--- src/rtl/decode_if.sv ---
// Decoder bus: instruction word in, registered decoded fields out.
// The master presents instructions; the decoder (slave) drives the decoded side.
interface decode_if;
    logic        instr_valid;
    logic [31:0] instr;
    logic [6:0]  opcode;
    logic [4:0]  rd;
    logic [2:0]  funct3;
    logic [4:0]  rs1;
    logic [4:0]  rs2;
    logic [6:0]  funct7;
    logic [31:0] imm;
    logic [2:0]  fmt;
    logic        is_muldiv;
    logic        illegal;
    logic        out_valid;

    modport master (
        output instr_valid, instr,
        input  opcode, rd, funct3, rs1, rs2, funct7, imm, fmt, is_muldiv, illegal, out_valid
    );

    modport slave (
        input  instr_valid, instr,
        output opcode, rd, funct3, rs1, rs2, funct7, imm, fmt, is_muldiv, illegal, out_valid
    );
endinterface

--- src/rtl/decode.sv ---
// RV32IM instruction decoder: field slicing, immediate build, format class and
// illegal-encoding flag, all registered one cycle after an accepted instruction.
module decode (
    input  logic   clk,
    input  logic   rst_n,
    decode_if.slave bus
);
    localparam logic [2:0] FMT_R   = 3'd0;
    localparam logic [2:0] FMT_I   = 3'd1;
    localparam logic [2:0] FMT_S   = 3'd2;
    localparam logic [2:0] FMT_B   = 3'd3;
    localparam logic [2:0] FMT_U   = 3'd4;
    localparam logic [2:0] FMT_J   = 3'd5;
    localparam logic [2:0] FMT_UNK = 3'd7;

    logic [31:0] i;
    logic [6:0]  op;
    logic [2:0]  f3;
    logic [6:0]  f7;
    logic [2:0]  nfmt;
    logic [31:0] nimm;
    logic        nill;
    logic        nmd;

    assign i  = bus.instr;
    assign op = i[6:0];
    assign f3 = i[14:12];
    assign f7 = i[31:25];

    always_comb begin
        nfmt = FMT_UNK;
        unique case (op)
            7'b0110011:                                         nfmt = FMT_R;
            7'b0010011, 7'b0000011, 7'b1100111,
            7'b1110011, 7'b0001111:                             nfmt = FMT_I;
            7'b0100011:                                         nfmt = FMT_S;
            7'b1100011:                                         nfmt = FMT_B;
            7'b0110111, 7'b0010111:                             nfmt = FMT_U;
            7'b1101111:                                         nfmt = FMT_J;
            default:                                            nfmt = FMT_UNK;
        endcase
    end

    always_comb begin
        nimm = '0;
        case (nfmt)
            FMT_I:   nimm = {{20{i[31]}}, i[31:20]};
            FMT_S:   nimm = {{20{i[31]}}, i[31:25], i[11:7]};
            FMT_B:   nimm = {{19{i[31]}}, i[31], i[7], i[30:25], i[11:8], 1'b0};
            FMT_U:   nimm = {i[31:12], 12'b0};
            FMT_J:   nimm = {{11{i[31]}}, i[31], i[19:12], i[20], i[30:21], 1'b0};
            default: nimm = '0;
        endcase
    end

    always_comb begin
        nmd  = (op == 7'b0110011) && (f7 == 7'b0000001);
        nill = 1'b0;
        case (op)
            7'b0110011: begin
                if (f7 != 7'b0000000 && f7 != 7'b0100000 && f7 != 7'b0000001)
                    nill = 1'b1;
                if (f7 == 7'b0100000 && f3 != 3'b000 && f3 != 3'b101)
                    nill = 1'b1;
            end
            // Only shift-immediates constrain the upper bits of OP-IMM.
            7'b0010011: begin
                if (f3 == 3'b001 && f7 != 7'b0000000)
                    nill = 1'b1;
                if (f3 == 3'b101 && f7 != 7'b0000000 && f7 != 7'b0100000)
                    nill = 1'b1;
            end
            7'b1100011: nill = (f3 == 3'b010) || (f3 == 3'b011);
            7'b0000011: nill = (f3 == 3'b011) || (f3 == 3'b110) || (f3 == 3'b111);
            7'b0100011: nill = (f3 >= 3'b011);
            7'b1100111: nill = (f3 != 3'b000);
            default:    nill = (nfmt == FMT_UNK);
        endcase
    end

    always_ff @(posedge clk or negedge rst_n) begin
        if (!rst_n) begin
            bus.opcode    <= '0;
            bus.rd        <= '0;
            bus.funct3    <= '0;
            bus.rs1       <= '0;
            bus.rs2       <= '0;
            bus.funct7    <= '0;
            bus.imm       <= '0;
            bus.fmt       <= '0;
            bus.is_muldiv <= 1'b0;
            bus.illegal   <= 1'b0;
            bus.out_valid <= 1'b0;
        end else begin
            bus.out_valid <= bus.instr_valid;
            if (bus.instr_valid) begin
                bus.opcode    <= op;
                bus.rd        <= i[11:7];
                bus.funct3    <= f3;
                bus.rs1       <= i[19:15];
                bus.rs2       <= i[24:20];
                bus.funct7    <= f7;
                bus.imm       <= nimm;
                bus.fmt       <= nfmt;
                bus.is_muldiv <= nmd;
                bus.illegal   <= nill;
            end
        end
    end
endmodule

--- src/flat_wrapper.sv ---
// flat-port wrapper written by rule: the top's interface ports become plain ports
module decode_flat 
  (clk, rst_n, bus_instr_valid, bus_instr, bus_opcode, bus_rd, bus_funct3, bus_rs1, bus_rs2, bus_funct7, bus_imm, bus_fmt, bus_is_muldiv, bus_illegal, bus_out_valid);
  decode_if bus_i ();
  input  logic clk;
  input  logic rst_n;
  input wire logic [$bits(bus_i.instr_valid)-1:0] bus_instr_valid;
  input wire logic [$bits(bus_i.instr)-1:0] bus_instr;
  output wire logic [$bits(bus_i.opcode)-1:0] bus_opcode;
  output wire logic [$bits(bus_i.rd)-1:0] bus_rd;
  output wire logic [$bits(bus_i.funct3)-1:0] bus_funct3;
  output wire logic [$bits(bus_i.rs1)-1:0] bus_rs1;
  output wire logic [$bits(bus_i.rs2)-1:0] bus_rs2;
  output wire logic [$bits(bus_i.funct7)-1:0] bus_funct7;
  output wire logic [$bits(bus_i.imm)-1:0] bus_imm;
  output wire logic [$bits(bus_i.fmt)-1:0] bus_fmt;
  output wire logic [$bits(bus_i.is_muldiv)-1:0] bus_is_muldiv;
  output wire logic [$bits(bus_i.illegal)-1:0] bus_illegal;
  output wire logic [$bits(bus_i.out_valid)-1:0] bus_out_valid;
  assign bus_i.instr_valid = bus_instr_valid;
  assign bus_i.instr = bus_instr;
  assign bus_opcode = bus_i.opcode;
  assign bus_rd = bus_i.rd;
  assign bus_funct3 = bus_i.funct3;
  assign bus_rs1 = bus_i.rs1;
  assign bus_rs2 = bus_i.rs2;
  assign bus_funct7 = bus_i.funct7;
  assign bus_imm = bus_i.imm;
  assign bus_fmt = bus_i.fmt;
  assign bus_is_muldiv = bus_i.is_muldiv;
  assign bus_illegal = bus_i.illegal;
  assign bus_out_valid = bus_i.out_valid;
  decode u_core (.clk(clk), .rst_n(rst_n), .bus(bus_i));
endmodule
--- config.mk ---
export PLATFORM = sky130hd
export DESIGN_NAME = decode_flat
export DESIGN_NICKNAME = d
export VERILOG_FILES = /design/src/rtl/decode_if.sv /design/src/rtl/decode.sv /design/src/flat_wrapper.sv
export SDC_FILE = /design/constraint.sdc
export NUM_CORES = 1
export LEC_CHECK = 0
export ABC_AREA = 1
export BUFFER_PORTS_ARGS = -buffer_cell sky130_fd_sc_hd__buf_2
export CAP_MARGIN = 10
export CORE_MARGIN = 1.5
export CORE_UTILIZATION = 54
export CTS_BUF_LIST = sky130_fd_sc_hd__clkbuf_8 sky130_fd_sc_hd__clkbuf_16
export DETAILED_ROUTE_END_ITERATION = 7
export GPL_TIMING_DRIVEN = 0
export PLACE_DENSITY = 0.89
export SLEW_MARGIN = 30
export SYNTH_ARGS = -nofsm -noshare
export SYNTH_HDL_FRONTEND = slang
export SYNTH_SLANG_ARGS = --single-unit
--- constraint.sdc ---
create_clock -name clk -period 1.1 [get_ports clk]
set_input_delay 0.11 -clock clk [delete_from_list [all_inputs] [get_ports clk]]
set_output_delay 0.11 -clock clk [all_outputs]
set_load 0.01 [all_outputs]
==> metrics.csv <==
stage,metric,value,unit
yosys,synth_seq_area_share,50.11,%
worst_setup_path,cp.required,1350,ps
global_route,first_global_vias,3549,
clocking,root_buffer,clkbuf_8,
worst_setup_path,worstSetupEndpointType,flop,
worst_setup_path,regToRegSetupSlack,430,ps
global_route,grt_pass1_wl,16.48,mm
power_and_ir_drop,power_density,1279,nW/um^2
power_and_ir_drop,p_leak,2.761,nW
run_status,status,"finished, violations left",
power_and_ir_drop,peakVddDrop,0.8580,mV
timing,worstMarginPinSlew,497.1,ps
floorplanning,dieArea,6966,um^2
global_route,grt_antenna_before_repair,0,
timing,whs,21.38,ps
timing,finalMaxSlewViolations,0,
run_status,violations,negative setup slack,
drt,wire_per_inst,15.26,um
final_layout,diodes,0,
yosys,synth-main-ff-cell,dfrtp_1,
drt,vias_per_cell,5.408,
timing,max_freq,900.9,MHz
floorplanning,num_rows,29,
yosys,synth_area,3496,um^2
yosys,ys_ff_latch,70,
timing,min_period_over_period,100.9,%
yosys,async_flop_share,100.0,%
final_layout,final_nets,640,
timing,rsz0062_at_grt,yes,
floorplanning,core,6314,um^2
global_route,grt_max_degree,41,
worst_setup_path,crit_path_frequent_cell,nand2_1,
placed_design,place_area,4235,um^2
timing,finalSetupTns,-14.72,ps
run,maxCapViolations,0,
placed_design,hpwl,7.234,mm
drt,first_pass_iters,7,
timing,finalHoldViolCount,0,
clocking,clock_path_buffers,2,
global_route,grt_use_total,30.01,%
floorplanning,initial_core_util,55.37,%
drt,antenna_left,0,
drt,vias,3710,
final_layout,drive_above_1_share,29.89,%
yosys,yosys_warnings,0,
yosys,syn_area_per_cell,7.391,um^2
clocking,cts_made_buffers,9,
final_layout,finalInstanceArea,4684,um^2
floorplanning,fp.dieW,83.46,um
drt,drt_iter0_markers,355,
clocking,clk_latency,350,ps
min_path,hold_class,in -> reg,
timing,period_needed,1110,ps
worst_setup_path,worstPathCellList,"buf_4, inv_16, nand2_1, nor2_2, nand2_1, nand2_1, nor2_1, nand3_1, o21ai_0, nand2_1, nand2_1",
clocking,clkTransAtPathRegs,80,ps
timing,worst_slack,-9.988,ps
drt,drc,0,
placed_design,port_buffers,104,
timing,worst_clock_skew,0,ps
worst_setup_path,path_max_fanout,4,
worst_setup_path,worstSetupStartpointType,input pin,
yosys,syn-num-nets,508,
floorplanning,io_pins,105,
worst_setup_path,critPathKind,in -> reg,
drt,routed_wl,10.47,mm
timing,slew_headroom,66.86,%
clocking,cts_tree,built,
floorplanning,die_y,83.46,um
clocking,cts_sinks,70,
yosys,synth_cell_types,26,
placed_design,finalWeightedCongestion,0.8845,
timing,setup_viol,2,
yosys,synthCells,473,
clocking,htree_levels,3,
worst_setup_path,slowest_delay,200,ps
global_route,grt_overflow,0,
worst_setup_path,crit_slowest_cell,nand3_1,
worst_setup_path,critPathArrivalTime,1360,ps
yosys,synth_edf_count,0,
final_layout,area_growth,34.00,%
-- kinds of logic after synthesis --
| family | share of synthesized area [%] |
|---|---|
| compound gates | 7.230 |
| buf+inv | 6.084 |
| flops | 50.11 |
| simple gates | 36.58 |
-- what timing repair did --
item / CTS / global route
cloned: 0 / 2
endpoints found under the setup margin: 34 / 30
setup buffers: 2 / 2
gates resized for setup: 3 / 25
hold buffers: 11 / 0
endpoints found under the hold margin: 40 / 0
pin swaps: 2 / 7
-- power by group --
| part | internal (mW) | switching [mW] |
|---|---|---|
| Clock | 1.26 | 1.00 |
| Sequential | 2.73 | 0.0862 |
| Combinational | 0.330 | 0.584 |
-- stage by stage --
| step | setup WS, ps | total power, mW | std cells | util [%] |
|---|---|---|---|---|
| finish | -9.988 | 5.990 | 686 | 74.20 |
| floorplan | -22.99 | 3.268 | 473 | - |
| global route | -59.34 | 6.210 | 686 | 74.20 |
| detailed placement | -501.7 | 3.699 | 655 | 67.08 |
| CTS | 27.17 | 5.945 | 682 | 72.45 |
| global placement | -462.6 | 3.658 | 654 | 66.73 |
-- Yosys cell counts (2+ instances only) --
cell | number | area, um^2
nand2_1 | 229 | 859.6
dfrtp_1 | 70 | 1752
nor2_1 | 31 | 116.4
nand3_1 | 25 | 125.1
inv_1 | 22 | 82.58
o21ai_0 | 22 | 110.1
nor3_1 | 13 | 65.06
clkbuf_1 | 12 | 45.04
a21oi_1 | 11 | 55.05
buf_2 | 7 | 35.03
a31o_2 | 6 | 52.55
inv_2 | 5 | 18.77
nand2_2 | 4 | 25.02
buf_4 | 2 | 15.01
nand2_4 | 2 | 22.52
nor2_4 | 2 | 22.52
-- path summary, 6_finish.rpt --
| check | depth (start not counted) | endpoint | start |
|---|---|---|---|
| hold / removal | 3 | u_core.bus.rd[0] | bus_instr[7] |
| min in group asynchronous | 2 | u_core.bus.opcode[0] | rst_n |
| setup reg to reg | 2 | u_core.bus.rs2[4] | u_core.bus.rs2[4] |
| hold reg to reg | 2 | u_core.bus.rd[0] | u_core.bus.rd[0] |
| setup / recovery | 11 | u_core.bus.fmt[1] | bus_instr[3] |
| max in group asynchronous | 3 | u_core.bus.imm[10] | rst_n |
-- flip-flops by register name (all words and copies together) (netlist names) --
register and count:
u_core.bus.fmt 3, u_core.bus.funct3 3, u_core.bus.funct7 7, u_core.bus.illegal 1
u_core.bus.imm 32, u_core.bus.is_muldiv 1, u_core.bus.opcode 7, u_core.bus.out_valid 1
u_core.bus.rd 5, u_core.bus.rs1 5, u_core.bus.rs2 5
-- final cells by class --
cell class | instances | area [um^2]
sequential | 70 | 1752
multi-input combinational | 353 | 1659
fill | 474 | 1629
timing repair buffer | 121 | 704.4
inverter | 28 | 133.9
clock buffer | 9 | 123.9
buffer | 21 | 122.6
tap | 77 | 96.34
clock inverter | 6 | 87.58
timing repair inverter | 1 | 5.005
-- worst max-delay path: cells and delay by family --
kind | cells | cell delay [ps]
buffers and inverters | 2 | 220
AND/OR/NAND/NOR | 8 | 870
AO/OA/AOI/OAI | 1 | 150
-- placed cells by master, fill, tap and decap left out, types with 2 or more instances in the layout --
master,synthesis,final
clkinvlp_4,0,3
buf_6,1,5
dlygate4sd3_1,0,11
nand2_2,4,5
nand2_8,0,3
buf_2,7,103
nor3_2,0,5
a21oi_2,0,2
inv_1,22,21
nor3_1,13,8
nand3_1,25,24
nor2_2,1,6
clkbuf_8,0,9
inv_2,5,4
nor2_1,31,26
nand2_4,2,4
nor2_4,2,2
a21oi_1,11,9
bufinv_16,0,2
clkinv_2,1,2
dfrtp_1,70,70
nand2_1,229,223
clkbuf_4,0,4
o21ai_0,22,22
buf_4,2,7
clkbuf_1,12,10
a31o_2,6,6
-- metal layers --
layer	track usage (%)	vias to the layer above	share of wire (%)
met5	0	-	0
met4	11.18	0	2.7
met3	8.210	40	8.5
met2	48.56	200	48
met1	38.96	1729	41
li1	-	1741	-
Power figures use the tool's default switching activity.
